**config.mk**
```make
export PLATFORM = sky130hd
export DESIGN_NAME = bus_arbiter
export DESIGN_NICKNAME = d
export VERILOG_FILES = /design/src/rtl/bus_pkg.sv /design/src/rtl/rr_picker.sv /design/src/rtl/bus_arbiter.sv
export SDC_FILE = /design/constraint.sdc
export NUM_CORES = 1
export LEC_CHECK = 0
export ABC_AREA = 0
export BUFFER_PORTS_ARGS = -buffer_cell sky130_fd_sc_hd__buf_4
export CAP_MARGIN = 20
export CORE_UTILIZATION = 30
export CTS_BUF_LIST = sky130_fd_sc_hd__clkbuf_4
export CTS_CLUSTER_SIZE = 10
export DETAILED_ROUTE_END_ITERATION = 12
export GPL_TIMING_DRIVEN = 0
export SETUP_SLACK_MARGIN = 0.5
export SYNTH_ARGS = -nofsm -noshare
export SYNTH_HDL_FRONTEND = slang
export SYNTH_SLANG_ARGS = --single-unit
```
**constraint.sdc**
```tcl
create_clock -name clk -period 2.15 [get_ports clk]
set_input_delay 0.1075 -clock clk [delete_from_list [all_inputs] [get_ports clk]]
set_output_delay 0.1075 -clock clk [all_outputs]
set_load 0.02 [all_outputs]
```
**src/rtl/bus_pkg.sv**
```systemverilog
// Shared types and defaults for the mmio bus arbiter.
// Holds the FSM state encoding and a helper that sizes index/counter fields.
package bus_pkg;

  typedef enum logic [1:0] {
    IDLE  = 2'd0,
    ISSUE = 2'd1,
    WAIT  = 2'd2,
    RESP  = 2'd3
  } state_e;

  localparam int DATA_W_DEF = 32;
  localparam int RD_LAT_DEF = 1;

  // $clog2 that never returns 0, so single-value fields still get one bit.
  function automatic int clog2_min1(input int n);
    return (n > 1) ? $clog2(n) : 1;
  endfunction

endpackage

```
**src/rtl/rr_picker.sv**
```systemverilog
// Combinational round-robin picker: the first active request after last_grant,
// wrapping modulo NREQ, wins.
module rr_picker
  import bus_pkg::*;
#(
  parameter int NREQ  = 2,
  parameter int IDX_W = clog2_min1(NREQ)
) (
  input  logic [NREQ-1:0]  req,
  input  logic [IDX_W-1:0] last_grant,
  output logic             valid,
  output logic [IDX_W-1:0] winner
);

  int               w_pos;
  logic [IDX_W-1:0] w_idx;

  always_comb begin
    valid  = 1'b0;
    winner = '0;
    w_pos  = 0;
    w_idx  = '0;
    for (int k = 1; k <= NREQ; k++) begin
      w_pos = (int'(last_grant) + k) % NREQ;
      w_idx = IDX_W'(w_pos);
      if (!valid && req[w_idx]) begin
        valid  = 1'b1;
        winner = w_idx;
      end
    end
  end

endmodule

```
**src/rtl/bus_arbiter.sv**
```systemverilog
// Round-robin arbiter sharing the single mmio port among NREQ req/ack masters.
// One memory strobe per transaction; read data is returned alongside the ack.
module bus_arbiter
  import bus_pkg::*;
#(
  parameter int NREQ   = 2,
  parameter int DATA_W = DATA_W_DEF,
  parameter int RD_LAT = RD_LAT_DEF
) (
  input  logic                   clk,
  input  logic                   reset,
  input  logic [NREQ-1:0]        req,
  input  logic [NREQ-1:0]        we,
  input  logic [NREQ*DATA_W-1:0] addr,
  input  logic [NREQ*DATA_W-1:0] wdata,
  output logic [NREQ-1:0]        ack,
  output logic [DATA_W-1:0]      rdata,
  output logic                   memread,
  output logic                   memwrite,
  output logic [DATA_W-1:0]      mem_addr,
  output logic [DATA_W-1:0]      mem_writedata,
  input  logic [DATA_W-1:0]      mem_readdata
);

  localparam int IDX_W = clog2_min1(NREQ);
  localparam int CNT_W = clog2_min1(RD_LAT);
  localparam logic [IDX_W-1:0] LAST_RST = IDX_W'(NREQ - 1);
  localparam logic [CNT_W-1:0] WAIT_END = CNT_W'(RD_LAT - 1);
  localparam logic [NREQ-1:0]  ONE_HOT0 = NREQ'(1);

  state_e              r_state;
  logic [IDX_W-1:0]    r_last_grant;
  logic [IDX_W-1:0]    r_winner;
  logic                r_we;
  logic [DATA_W-1:0]   r_addr;
  logic [DATA_W-1:0]   r_wdata;
  logic [CNT_W-1:0]    r_cnt;
  logic                r_memread;
  logic                r_memwrite;
  logic [NREQ-1:0]     r_ack;

  logic                w_valid;
  logic [IDX_W-1:0]    w_winner;

  rr_picker #(
    .NREQ  (NREQ),
    .IDX_W (IDX_W)
  ) u_picker (
    .req        (req),
    .last_grant (r_last_grant),
    .valid      (w_valid),
    .winner     (w_winner)
  );

  always_ff @(posedge clk) begin
    if (!reset) begin
      r_state      <= IDLE;
      r_last_grant <= LAST_RST;
      r_winner     <= '0;
      r_we         <= 1'b0;
      r_addr       <= '0;
      r_wdata      <= '0;
      r_cnt        <= '0;
      r_memread    <= 1'b0;
      r_memwrite   <= 1'b0;
      r_ack        <= '0;
    end else begin
      // NOTE: pulse outputs default low here and are raised only in the one
      // cycle that needs them; later non-blocking writes in the case win.
      r_memread  <= 1'b0;
      r_memwrite <= 1'b0;
      r_ack      <= '0;
      unique case (r_state)
        IDLE: begin
          if (w_valid) begin
            r_winner   <= w_winner;
            r_we       <= we[w_winner];
            r_addr     <= addr[w_winner*DATA_W +: DATA_W];
            r_wdata    <= wdata[w_winner*DATA_W +: DATA_W];
            r_memread  <= !we[w_winner];
            r_memwrite <= we[w_winner];
            r_state    <= ISSUE;
          end
        end
        ISSUE: begin
          r_last_grant <= r_winner;
          r_cnt        <= CNT_W'(1);
          if (RD_LAT == 1) begin
            r_ack   <= ONE_HOT0 << r_winner;
            r_state <= RESP;
          end else begin
            r_state <= WAIT;
          end
        end
        WAIT: begin
          if (r_cnt == WAIT_END) begin
            r_ack   <= ONE_HOT0 << r_winner;
            r_state <= RESP;
          end else begin
            r_cnt <= r_cnt + 1'b1;
          end
        end
        RESP:    r_state <= IDLE;
        default: r_state <= IDLE;
      endcase
    end
  end

  assign ack           = r_ack;
  assign memread       = r_memread;
  assign memwrite      = r_memwrite;
  assign mem_addr      = r_addr;
  assign mem_writedata = r_wdata;
  // mmio data only becomes valid in the ack cycle itself, so it cannot be
  // registered here; it is gated straight through during RESP.
  assign rdata = (r_state == RESP && !r_we) ? mem_readdata : '0;

endmodule
```
After elaboration in Yosys (flattened, before gate mapping) --
Index checks and enable logic that the tools add are counted.
Cells by class: shifts and indexed selects 3, multiplexer cells 18, add/subtract/negate cells 3, equality and inequality tests 5, $lt $le $gt $ge 3, reductions and logical operators 10
Operator list (number):
- 64-bit by 7-bit indexed part select with 32-bit output | 2
- 32-bit 2-to-1 mux | 1
- 1-bit 2-to-1 mux | 11
- 2-bit one-hot mux with 4 select lines | 1
- 1-bit by 2-bit less-than comparator with 1-bit output, second input constant | 3
- 2-bit 2-to-1 mux | 3
- 2-bit == test, second input constant | 2
- 2-bit one-hot mux with 2 select lines | 1
- 2-bit AND reduction | 2
- 1-bit adder, second input constant | 3
- 1-bit zero test | 3
- 3-bit AND reduction | 1
- 2-bit by 1-bit == test with 1-bit output, second input constant | 1
- 1-bit logical AND | 2
- 2-bit zero test | 1
- 2-bit by 1-bit inequality test with 1-bit output, second input constant | 1
- 2-bit inequality test, second input constant | 1
- 1-bit one-hot mux with 2 select lines | 1
- 2-bit nonzero test | 1
- 1-bit by 1-bit left shift with 2-bit output, first input constant | 1
Storage, ports and cells: word-level logic and storage cells 52, register bits 74, bits of input ports 166

Logic depth before layout (Yosys ltp) --
Gate-level depths: netlist (run 1).
depth after elaboration 10, gate-level depth with buffers 7, gate-level depth less buffers 5

Hierarchy --
A second synthesis (run 1) with hierarchy kept.
Unflattened totals: cells, all modules 358, area, all modules 3311.9 um2
By module, submodules not included:
- bus_arbiter | area each 3298.2 um2, cells each 356, seq. area each 1481.4 um2, instances 1
- rr_picker | area each 13.8 um2, cells each 2, seq. area each 0.0 um2, instances 1

Worst setup path after synthesis (run 1) --
Ideal clock, no wire load.
path type reg-to-reg, start point register r_state[0], end point register r_addr[0] (netlist: mem_addr[0]), arrival 1506 ps, library setup time 122 ps, stages on the path, launching flop included 8, buffers on the path 2, required time 2028 ps, slack 522 ps, cells stage by stage dfxtp_1 -> inv_1 -> ha_1 -> and2_4 -> and3_4 -> buf_12 -> buf_8 -> a221o_1
On the way: word-level cells in the longest chain between the ends 2
RTL lines:
- start: declaration | line bus_arbiter.sv:31 | state_e r_state;
- start signal: assignment | line bus_arbiter.sv:57 | r_state <= IDLE;
- start signal: assignment | line bus_arbiter.sv:82 | r_state <= ISSUE;
- start signal: assignment | line bus_arbiter.sv:90 | r_state <= RESP;
- 2-bit zero test | line bus_arbiter.sv:73 | unique case (r_state)
- 2-bit AND reduction (no source line)
- end signal: assignment | line bus_arbiter.sv:78 | r_addr <= addr[w_winner*DATA_W +: DATA_W];
- end: declaration | line bus_arbiter.sv:35 | logic [DATA_W-1:0] r_addr;
No other way between the ends. A chain may end at the register's enable or synchronous reset.

Worst setup path after layout (run 1) --
start point register r_state[0], end point register r_wdata[2] (netlist: mem_writedata[2])
On the way: word-level cells in the longest chain between the ends 2
RTL lines:
- 2-bit zero test | line bus_arbiter.sv:73
- 2-bit AND reduction (no source line)
- end signal: assignment | line bus_arbiter.sv:79 | r_wdata <= wdata[w_winner*DATA_W +: DATA_W];
- end: declaration | line bus_arbiter.sv:36 | logic [DATA_W-1:0] r_wdata;
No other way between the ends.

==> impl_summary.txt, run 1 <==
----------------------------------------------------
[Status]
  Outcome ... finished clean

[Clock tree]
  H-tree level count ... 3
  Clock buffers created by TritonCTS ... 9
  Clock Sink Count ... 74
  Clock Tree Root ... sky130_fd_sc_hd__clkbuf_4
  Reg clk slew, reported paths ... about 0.13 ns
  Latest clock arrival within the worst-skew pair ... approximately 0.42 ns
  CTS tree ... done
  CTS max path bufs ... 2

[Placement]
  GP Congestion ... about 0.73
  Count of buffers from port buffering ... around 260
  Worst slack at placement ... slightly below 0.3 ns
  Post-DP HPWL ... just over 9000 µm
  DP Cell Count ... approximately 700

[Synth]
  Number of instances in the synthesized netlist ... between 300 and 400
  Yosys warning count ... 0
  Syn_area_per_cell ... roughly 11 µm²
  Portion of the post-synthesis area used by sequential elements ... 46.3%
  Distinct cell type count after synthesis ... 26
  Post-Syn Area ... around 3200 µm²
  Synthesized Nets ... roughly 470
  Synth async-reset ratio ... 0%
  Main flop type after synthesis ... sky130_fd_sc_hd__dfxtp_1
  Number of synthesized flops with an enable pin ... 0
  Seq cells post-synth ... between 70 and 80

[Power]
  Internal Power ... around 3.6 mW
  Leakage power figure ... between 3 and 4 nW
  Power Dens Cells ... approximately 770 nW/µm²
  Net Sw Power ... around 2.0 mW
  Share of total power in sequential cells ... about a third
  Largest voltage drop on the vdd net ... roughly 0.4 mV
  Switching part of the total power ... 36.1%
  Part of the total power dissipated in combinational logic ... between 40 and 50%
  Fraction of power consumed by the clock network ... between 10% and 20%

[Worst setup path]
  Critical Path Fanout Max ... 10
  Endpoint required time on the critical path ... between 2 and 2.5 ns
  Startpoint kind of the worst setup timing path ... register
  Cell chain of the critical path ... inv_1 -> ha_2 -> and2_4 -> and3_4 -> buf_12 -> buf_8 -> a221o_1
  Critical path buffer and inverter count ... 3
  Crit end category ... register
  Worst Path Arrival ... just over 2 ns
  Slowest cell on the critical path ... sky130_fd_sc_hd__dfxtp_4
  Delay of the slowest critical-path stage ... a little under 0.4 ns
  Crit Path Class ... reg2reg
  Cell family with the largest share of critical-path delay ... flip-flops

[Worst hold path]
  Type of the tightest min-delay check ... in2reg

[Final layout]
  Fill cells ... 742
  Number of standard cells in the final layout excluding fillers ... approximately 860
  Area grow syn2layout ... 126%
  Multi-input gate area ... 1590 µm²
  Leading cell type in the layout, fill and taps excluded ... sky130_fd_sc_hd__buf_4
  Inserted Diodes ... 0
  Final layout net count ... a little under 900
  Layout cell share with drive strength beyond 1 ... between 40% and 50%
  Leading cell types in the layout, fill and taps excluded ... sky130_fd_sc_hd__buf_4 (241), sky130_fd_sc_hd__dlygate4sd3_1 (131), sky130_fd_sc_hd__dfxtp_1 (72)
  FF/Latch Area ... between 1000 and 1500 µm²

[Timing]
  Final critical-path share of the clock period ... ~80%
  Setup repair after global routing missed its margin ... yes
  Endpoints failing setup ... 0
  Final number of max-transition violations ... 0
  Fin worst setup slack ... about 0.42 ns
  Worst-Margin Slew ... ~0.45 ns
  Final Hold Vio Count ... 0
  Max_slew headroom ... 69.8%
  Highest achievable clock rate ... roughly 0.58 GHz
  Setup TNS ... 0 ns
  Minimum clock period ... 1.73 ns
  Largest clock skew in the final design ... approximately 0.024 ns
  Worst hold slack ... between 0.09 and 0.1 ns

[Route]
  DRC violations left ... 0
  Residual antenna-violating net count after detailed routing ... 0
  Avg Vias per Cell ... a little under 5
  Total Routed Length ... between 10,000 and 15,000 µm
  Number of vias in the routed layout ... 4,178
  DR pass1 iterations ... 4
  Iteration-0 DRC count of the detailed router ... between 200 and 250
  WL/cell ... about 17 µm

[Global route]
  Initial antenna violation count ... 0
  Number of global-route vias before repair ... 4,528
  Pin count of the biggest net entering global routing ... 15
  Global-route wire length before repair ... 22,500 µm
  Global-route usage over all layers ... ~26%
  Total global routing overflow ... 0

[Floorplanning]
  Count of standard-cell rows ... 37
  Floorplan die width ... ~110 µm
  Die area ... between 10,000 and 15,000 µm²
  Die extent in y ... 105 µm
  I/O pin count ... ~270
  Starting Density ... 31.0%
  Placeable core region ... between 10,000 and 15,000 µm²

[Flow run]
  Maximum Capacitance Violations ... 0

----------------------------------------------------
[area by class of cell]
cell class	instances	area share (%)
plain buffers	32	4.37
clock buffers	9	0.933
clock inverters	7	1.05
inverters	3	0.155
multi-input cells	194	22.0
flip-flops and latches	74	20.6
well taps	136	2.35
repair buffers	404	48.6
[worst reg2reg max path, stage by stage, from the launching register on]
cell and delay, ns:
sky130_fd_sc_hd__dfxtp_4 0.39, sky130_fd_sc_hd__inv_1 0.06, sky130_fd_sc_hd__ha_2 0.20, sky130_fd_sc_hd__and2_4 0.15, sky130_fd_sc_hd__and3_4 0.17, sky130_fd_sc_hd__buf_12 0.15
sky130_fd_sc_hd__buf_8 0.15, sky130_fd_sc_hd__a221o_1 0.36
[metal layers]
metal | vias to the layer above | part of all wire [%] | wire length, µm | global-route usage (%)
met2 | 190 | 52 | 7610 | 48.0
li1 | 1995 | - | - | -
met5 | - | 0 | 0 | 0
met4 | 0 | 2.3 | 338 | 9.56
met1 | 1959 | 39 | 5660 | 27.5
met3 | 34 | 6.8 | 989 | 6.68
[power groups by stage]
stage | Clock, mW | Combinational [mW] | Sequential, mW
floorplan | 0 | 0.861 | 2.19
global placement | 0 | 2.18 | 1.87
detailed placement | 0 | 2.20 | 1.88
CTS | 0.940 | 2.67 | 1.87
global route | 1.01 | 2.95 | 1.92
finish | 0.913 | 2.78 | 1.88
[what timing repair did]
item / 4_1_cts / 5_1_grt
pin swaps: 31 / 9
hold buffers: 130 / 1
endpoints found under the setup margin: 93 / 93
cloned: 3 / 1
resized for setup: 98 / 20
hold endpoints to repair: 65 / 1
setup buffers: 3 / 2
[worst paths after layout]
path	slack (ns)	end	cells after the start	from
max	0.42	mem_writedata[2]$_SDFFE_PN0P_	7	r_state[0]$_SDFFE_PN0P_
max reg2reg	0.42	mem_writedata[2]$_SDFFE_PN0P_	7	r_state[0]$_SDFFE_PN0P_
min	0.09	mem_writedata[17]$_SDFFE_PN0P_	3	reset
min reg2reg	0.50	ack[1]$_SDFF_PN0_	2	r_winner$_SDFFE_PN0P_
[cell families (layout without fill, tap and decap cells)]
family / after synthesis / count (layout) / share of synthesized area, %
simple gates: 114 / 114 / 21.8
flops: 74 / 74 / 46.2
compound gates: 72 / 72 / 21.8
buf+inv: 35 / 455 / 7.38
fa+ha+maj: 4 / 4 / 1.56
mux: 4 / 4 / 1.25
[state kept, by name, indices dropped and copies added, names as in the netlist]
register and count:
ack 2, r_cnt 1, r_state 2, memread 1, r_we 1, r_last_grant 1
memwrite 1, mem_addr 32, r_winner 1, mem_writedata 32
[per-stage QoR]
step | util, % | power, mW | instance area [µm²]
6_report | 70.2 | 5.58 | 7240
5_1_grt | 70.2 | 5.87 | 7240
4_1_cts | 69.4 | 5.48 | 7170
3_5_place_dp | 51.9 | 4.08 | 5360
3_3_place_gp | 51.9 | 4.05 | 5360
2_1_floorplan | - | 3.05 | 3200
[cell usage after synthesis (2+ instances only)]
| library cell | n | area [µm²] |
|---|---|---|
| sky130_fd_sc_hd__clkbuf_1 | 13 | 48.8 |
| sky130_fd_sc_hd__nor2b_1 | 3 | 18.8 |
| sky130_fd_sc_hd__nand2b_1 | 2 | 12.5 |
| sky130_fd_sc_hd__o21ai_1 | 2 | 10.0 |
| sky130_fd_sc_hd__dfxtp_1 | 74 | 1480 |
| sky130_fd_sc_hd__buf_8 | 6 | 90.1 |
| sky130_fd_sc_hd__and3_1 | 64 | 400 |
| sky130_fd_sc_hd__nand2_1 | 5 | 18.8 |
| sky130_fd_sc_hd__ha_1 | 4 | 50.1 |
| sky130_fd_sc_hd__nor2_1 | 4 | 15.0 |
| sky130_fd_sc_hd__mux2i_1 | 4 | 40.0 |
| sky130_fd_sc_hd__buf_2 | 11 | 55.1 |
| sky130_fd_sc_hd__a221o_1 | 64 | 641 |
| sky130_fd_sc_hd__and2_1 | 33 | 206 |
| sky130_fd_sc_hd__inv_1 | 3 | 11.3 |
No activity file was read; power rests on OpenSTA's default activity.
==> run 2, diff against run 1 <==
clock period = 1.7 ns   (was 2.15 ns; I/O delays follow)
==> impl_summary.txt, run 2 (synthesized netlist as in run 1, its figures left out) <==
----------------------------------------------------
[Worst setup path]
  Critical Path Fanout Max ... 11 (was 10)
  Startpoint kind of the worst setup timing path ... register (unchanged)
  Delay of the slowest critical-path stage ... 0.39 ns (about the same)
  Crit end category ... register (unchanged)
  Slowest cell on the critical path ... sky130_fd_sc_hd__dfxtp_4 (unchanged)
  Crit Path Class ... reg2reg (unchanged)
  Cell chain of the critical path ... buf_6 -> inv_6 -> ha_4 -> and2_4 -> and3_4 -> buf_12 -> clkbuf_16 -> a221o_1 (was inv_1 -> ha_2 -> and2_4 -> and3_4 -> buf_12 -> buf_8 -> a221o_1)
  Worst Path Arrival ... 2.05 ns (was 2.03 ns)
  Endpoint required time on the critical path ... 2.03 ns (was 2.45 ns)

[Global route]
  Number of global-route vias before repair ... 4,534 (was 4,528)
  Global-route usage over all layers ... 26.9% (was 25.7%)
  Total global routing overflow ... 0 (unchanged)
  Global-route wire length before repair ... 23,300 µm (was 22,500 µm)
  Pin count of the biggest net entering global routing ... 13 (was 15)
  Initial antenna violation count ... 0 (unchanged)

[Route]
  Met1 routed wirelength after detailed routing ... 6020 µm (was 5660 µm)
  Total Routed Length ... 15,100 µm (was 14,600 µm)
  Residual antenna-violating net count after detailed routing ... 0 (unchanged)
  Detail Route met3 WL ... 884 µm (was 989 µm)
  DRC violations left ... 0 (unchanged)
  Met2 wire length ... 7740 µm (was 7610 µm)
  WL/cell ... 17.6 µm (was 17.0 µm)
  Uppermost layer routed ... met4 (unchanged)
  Avg Vias per Cell ... 4.93 (was 4.86)
  Number of vias in the routed layout ... 4,243 (was 4,178)
  Iteration-0 DRC count of the detailed router ... 195 (was 218)
  DR pass1 iterations ... 4 (unchanged)

[Placement]
  Count of buffers from port buffering ... 264 (unchanged)
  Post-DP HPWL ... 9400 µm (was 9110 µm)
  Cell area after placement ... 5450 µm² (was 5360 µm²)
  Worst slack at placement ... 0.0104 ns (was 0.296 ns)
  GP Congestion ... 0.789 (was 0.735)

[Timing]
  Minimum clock period ... 1.73 ns (about the same)
  Setup repair after global routing missed its margin ... yes (unchanged)
  Final Hold Vio Count ... 0 (unchanged)
  Final number of max-transition violations ... 0 (unchanged)
  Endpoints failing setup ... 36 (was 0)
  Highest achievable clock rate ... 0.580 GHz (was 0.576 GHz)
  Worst hold slack ... 0.0177 ns (was 0.0935 ns)
  Max_slew headroom ... 74.7% (was 69.8%)
  Final critical-path share of the clock period ... 102% (was 80.7%)
  Fin worst setup slack ... -0.0256 ns (was 0.415 ns)
  Largest clock skew in the final design ... 0.00866 ns (was 0.0242 ns)
  Worst-Margin Slew ... 0.379 ns (was 0.452 ns)

[Final layout]
  Layout cell share with drive strength beyond 1 ... 49.7% (was 49.1%)
  Leading cell type in the layout, fill and taps excluded ... sky130_fd_sc_hd__buf_4 (unchanged)
  Area grow syn2layout ... 131% (was 126%)
  Final layout net count ... 891 (was 888)
  Leading cell types in the layout, fill and taps excluded ... sky130_fd_sc_hd__buf_4 (234), sky130_fd_sc_hd__dlygate4sd3_1 (131), sky130_fd_sc_hd__dfxtp_1 (72) (was sky130_fd_sc_hd__buf_4 (241), sky130_fd_sc_hd__dlygate4sd3_1 (131), sky130_fd_sc_hd__dfxtp_1 (72))
  Finished Core Util ... 71.7% (was 70.2%)
  Area of all placed cells without fillers ... 7400 µm² (was 7240 µm²)
  Inserted Diodes ... 0 (unchanged)

[Floorplanning]
  Floorplan die width ... 105 µm (unchanged)
  I/O pin count ... 266 (unchanged)
  Die extent in y ... 105 µm (unchanged)
  Placeable core region ... 10,300 µm² (unchanged)
  Starting Density ... 31.0% (unchanged)
  Die area ... 11,100 µm² (unchanged)
  Count of standard-cell rows ... 37 (unchanged)

[Clock tree]
  CTS max path bufs ... 2 (unchanged)
  Clock buffers created by TritonCTS ... 9 (unchanged)
  H-tree level count ... 3 (unchanged)
  Clock Tree Root ... sky130_fd_sc_hd__clkbuf_4 (unchanged)
  Latest clock arrival within the worst-skew pair ... 0.43 ns (was 0.42 ns)
  Reg clk slew, reported paths ... 0.12 ns (was 0.13 ns)
  Clock Sink Count ... 74 (unchanged)
  CTS tree ... done (unchanged)

[Status]
  Outcome ... finished with violations (was finished clean)
  Violations in the final reports ... setup timing

[Worst hold path]
  Type of the tightest min-delay check ... in2reg (unchanged)

[Power]
  Leakage power figure ... 3.72 nW (was 3.66 nW)
  Power Dens Cells ... 1010 nW/µm² (was 770 nW/µm²)
  Largest voltage drop on the vdd net ... 0.518 mV (was 0.400 mV)

[Flow run]
  Maximum Capacitance Violations ... 0 (unchanged)

----------------------------------------------------
-- run 2: changes by cell type in the layout (fill, tap and decap cells not counted), sizes merged --
cell           before  now
clkdlybuf4s15       1    0
bufinv              1    3
clkinvlp            1    0
buf               297  298
inv                 5    4
clkinv              3    1
clkbuf             16   20
-- run 2: repair_timing --
action,CTS,global route
hold buffers,130,1
resized for setup,88,30
buffers inserted,5,1
hold endpoints to repair,67,1
cloned,5,1
pin swaps,22,15
setup endpoints to repair,98,104
-- run 2: final cells by class --
| cell class | instances | area (µm²) |
|---|---|---|
| Timing Repair Buffer | 407 | 3570 |
| Buffer | 32 | 357 |
| Multi-Input combinational cell | 194 | 1620 |
| Clock buffer | 10 | 75.1 |
| Inverter | 3 | 18.8 |
| Clock inverter | 5 | 103 |
| Sequential cell | 74 | 1490 |
| Tap cell | 136 | 170 |
| Fill cell | 721 | 2930 |
-- run 2: report_power, final --
| part | total (mW) | internal [mW] | switching (mW) |
|---|---|---|---|
| clock network | 1.40 | 0.754 | 0.641 |
| registers | 2.36 | 2.14 | 0.226 |
| logic | 3.71 | 2.02 | 1.69 |
-- run 2: through the flow --
| step | cells | power (mW) | TNS [ns] |
|---|---|---|---|
| 2_1_floorplan | 303 | 3.93 | 0 |
| 3_3_place_gp | 703 | 5.22 | 0 |
| 3_5_place_dp | 703 | 5.24 | 0 |
| 4_1_cts | 858 | 7.32 | -2.31 |
| 5_1_grt | 861 | 7.82 | -4.73 |
| 6_report | 861 | 7.47 | -0.361 |
-- run 2: final timing paths --
path         slack, ns  cells after the start                    start                             to
min reg2reg       0.50                      2    r_winner$_SDFFE_PN0P_              ack[1]$_SDFF_PN0_
max reg2reg      -0.03                      8  r_state[0]$_SDFFE_PN0P_  mem_writedata[7]$_SDFFE_PN0P_
min               0.02                      3                   req[1]            memwrite$_SDFF_PN0_
max              -0.03                      8  r_state[0]$_SDFFE_PN0P_  mem_writedata[7]$_SDFFE_PN0P_
-- run 2: critical path, delay by kind of cell (launching register included) --
kind	cells	cell delay [ns]
AO/OA/AOI/OAI	1	0.32
adder cells (fa/ha/maj)	1	0.16
buffers and inverters	4	0.46
flip-flops	1	0.39
AND/OR/NAND/NOR	2	0.30
-- run 2: per-layer routing --
layer	track usage (%)	up-vias
met3	6.56	43
met5	0	-
li1	-	1999
met2	47.3	186
met4	12.1	0
met1	30.6	2015
==> run 3, diff against run 2 <==
CORE_AREA = 2 2 104 106   (was default)
CORE_UTILIZATION = default   (was 30)
DIE_AREA = 0 0 106 108   (was default)
PLACE_DENSITY = 0.67   (was default)
==> impl_summary.txt, run 3 (synthesized netlist as in run 1, its figures left out) <==
----------------------------------------------------
[Status]
  Outcome ... finished with violations (unchanged)
  Violations in the final reports ... setup timing (unchanged)

[Placement]
  DP Cell Count ... 703 (unchanged)
  GP Congestion ... 0.766 (was 0.789)
  Count of buffers from port buffering ... 264 (unchanged)
  Worst slack at placement ... 0.00945 ns (was 0.0104 ns)
  Post-DP HPWL ... 9370 µm (was 9400 µm)

[Clock tree]
  Reg clk slew, reported paths ... 0.12 ns (about the same)
  Clock buffers created by TritonCTS ... 9 (unchanged)
  Clock Tree Root ... sky130_fd_sc_hd__clkbuf_4 (unchanged)
  CTS max path bufs ... 2 (unchanged)
  CTS tree ... done (unchanged)
  Latest clock arrival within the worst-skew pair ... 0.41 ns (was 0.43 ns)
  H-tree level count ... 3 (unchanged)
  Clock Sink Count ... 74 (unchanged)

[Route]
  Iteration-0 DRC count of the detailed router ... 195 (unchanged)
  Avg Vias per Cell ... 4.90 (was 4.93)
  DRC violations left ... 0 (unchanged)
  Total Routed Length ... 15,900 µm (was 15,100 µm)
  WL/cell ... 18.2 µm (was 17.6 µm)
  Residual antenna-violating net count after detailed routing ... 0 (unchanged)
  DR pass1 iterations ... 4 (unchanged)
  Number of vias in the routed layout ... 4,301 (was 4,243)

[Timing]
  Worst hold slack ... 0.0900 ns (was 0.0177 ns)
  Fin worst setup slack ... -0.0399 ns (was -0.0256 ns)
  Minimum clock period ... 1.74 ns (was 1.73 ns)
  Endpoints failing setup ... 16 (was 36)
  Final Hold Vio Count ... 0 (unchanged)
  Highest achievable clock rate ... 0.575 GHz (was 0.580 GHz)
  Setup repair after global routing missed its margin ... yes (unchanged)
  Largest clock skew in the final design ... 0.0123 ns (was 0.00866 ns)
  Worst-Margin Slew ... 0.496 ns (was 0.379 ns)
  Final critical-path share of the clock period ... 102% (about the same)
  Max_slew headroom ... 66.9% (was 74.7%)
  Final number of max-transition violations ... 0 (unchanged)

[Final layout]
  Fill cells ... 685 (was 721)
  Final layout net count ... 907 (was 891)
  Leading cell types in the layout, fill and taps excluded ... sky130_fd_sc_hd__buf_4 (245), sky130_fd_sc_hd__dlygate4sd3_1 (130), sky130_fd_sc_hd__dfxtp_1 (72) (was sky130_fd_sc_hd__buf_4 (234), sky130_fd_sc_hd__dlygate4sd3_1 (131), sky130_fd_sc_hd__dfxtp_1 (72))
  Area grow syn2layout ... 139% (was 131%)
  Multi-input gate area ... 1620 µm² (about the same)
  Layout cell share with drive strength beyond 1 ... 51.5% (was 49.7%)
  Inserted Diodes ... 0 (unchanged)
  Leading cell type in the layout, fill and taps excluded ... sky130_fd_sc_hd__buf_4 (unchanged)
  FF/Latch Area ... 1490 µm² (about the same)
  Number of standard cells in the final layout excluding fillers ... 878 (was 861)

[Power]
  Largest voltage drop on the vdd net ... 0.619 mV (was 0.518 mV)
  Overall power ... 7.78 mW (was 7.47 mW)
  Internal Power ... 5.15 mW (was 4.91 mW)
  Power Dens Cells ... 1010 nW/µm² (about the same)
  Net Sw Power ... 2.63 mW (was 2.56 mW)
  Part of the total power dissipated in combinational logic ... 51.6% (was 49.7%)
  Switching part of the total power ... 33.8% (was 34.3%)
  Share of total power in sequential cells ... 30.7% (was 31.7%)
  Leakage power figure ... 3.84 nW (was 3.72 nW)
  Fraction of power consumed by the clock network ... 17.6% (was 18.7%)

[Global route]
  Global-route usage over all layers ... 25.9% (was 26.9%)
  Total global routing overflow ... 0 (unchanged)
  Initial antenna violation count ... 0 (unchanged)
  Pin count of the biggest net entering global routing ... 13 (unchanged)
  Global-route wire length before repair ... 23,200 µm (was 23,300 µm)
  Number of global-route vias before repair ... 4,425 (was 4,534)

[Worst setup path]
  Crit end category ... register (unchanged)
  Endpoint required time on the critical path ... 2.00 ns (was 2.03 ns)
  Critical Path Fanout Max ... 8 (was 11)
  Worst Path Arrival ... 2.04 ns (was 2.05 ns)
  Crit Path Class ... reg2reg (unchanged)
  Startpoint kind of the worst setup timing path ... register (unchanged)

[Floorplanning]
  Die area ... 11,400 µm² (was 11,100 µm²)
  I/O pin count ... 266 (unchanged)
  Starting Density ... 31.3% (was 31.0%)
  Die extent in y ... 108 µm (was 105 µm)
  Floorplan die width ... 106 µm (was 105 µm)
  Placeable core region ... 10,200 µm² (was 10,300 µm²)
  Count of standard-cell rows ... 37 (unchanged)

[Flow run]
  Maximum Capacitance Violations ... 0 (unchanged)

[Worst hold path]
  Type of the tightest min-delay check ... in2reg (unchanged)

----------------------------------------------------
## run 3: repair_timing
| item | CTS | global route |
|---|---|---|
| setup buffers | 9 | 12 |
| pin swaps | 5 | 10 |
| setup endpoints to repair | 98 | 102 |
| gates resized for setup | 79 | 20 |
| hold buffers | 130 | 0 |
| cloned | 4 | 4 |
| endpoints found under the hold margin | 67 | 0 |
## run 3: worst paths after layout
path	startpoint	end	slack (ns)	cells past startpoint
setup / recovery	r_state[0]$_SDFFE_PN0P_	mem_addr[0]$_SDFFE_PN0P_	-0.04	8
hold / removal	reset	r_last_grant$_SDFFE_PN1N_	0.09	3
setup reg to reg	r_state[0]$_SDFFE_PN0P_	mem_addr[0]$_SDFFE_PN0P_	-0.04	8
hold reg to reg	r_winner$_SDFFE_PN0P_	ack[0]$_SDFF_PN0_	0.47	1
## run 3: routing by layer
layer	wire [µm]	global-route usage, %
met1	6320	29.5
met3	1050	6.75
met2	8190	47.5
met4	376	8.18
met5	0	0
## run 3: per-stage QoR
| stage | area, µm² | TNS, ns | utilization, % |
|---|---|---|---|
| after floorplan | 3300 | 0 | - |
| after global placement | 5450 | 0 | 53.3 |
| after detailed placement | 5450 | 0 | 53.3 |
| after CTS | 7390 | -0.0527 | 72.2 |
| after global routing | 7670 | -4.00 | 75.0 |
| final | 7670 | -0.176 | 75.0 |
## run 3: power groups by stage
stage	combinational [mW]	clock [mW]	sequential, mW
2_1_floorplan	1.16	0	2.78
3_3_place_gp	2.82	0	2.37
3_5_place_dp	2.85	0	2.38
4_1_cts	3.56	1.41	2.36
5_1_grt	4.23	1.47	2.43
6_report	4.02	1.37	2.39
## run 3: cell type report
type / count / share of cell area (%)
Tap cell: 136 / 2.22
Multi-Input combinational cell: 194 / 21.1
Buffer: 32 / 4.85
Timing Repair Buffer: 423 / 49.8
Sequential cell: 74 / 19.4
Clock inverter: 6 / 1.37
Inverter: 3 / 0.212
Clock buffer: 10 / 0.979
## run 3: critical path, cell delays in order (launching register included)
cell and delay [ns]:
sky130_fd_sc_hd__dfxtp_4 0.40, sky130_fd_sc_hd__inv_4 0.05, sky130_fd_sc_hd__ha_4 0.16, sky130_fd_sc_hd__and2_4 0.14, sky130_fd_sc_hd__and3_4 0.16, sky130_fd_sc_hd__buf_12 0.15, sky130_fd_sc_hd__buf_12 0.13, sky130_fd_sc_hd__buf_16 0.12
sky130_fd_sc_hd__a221o_1 0.35
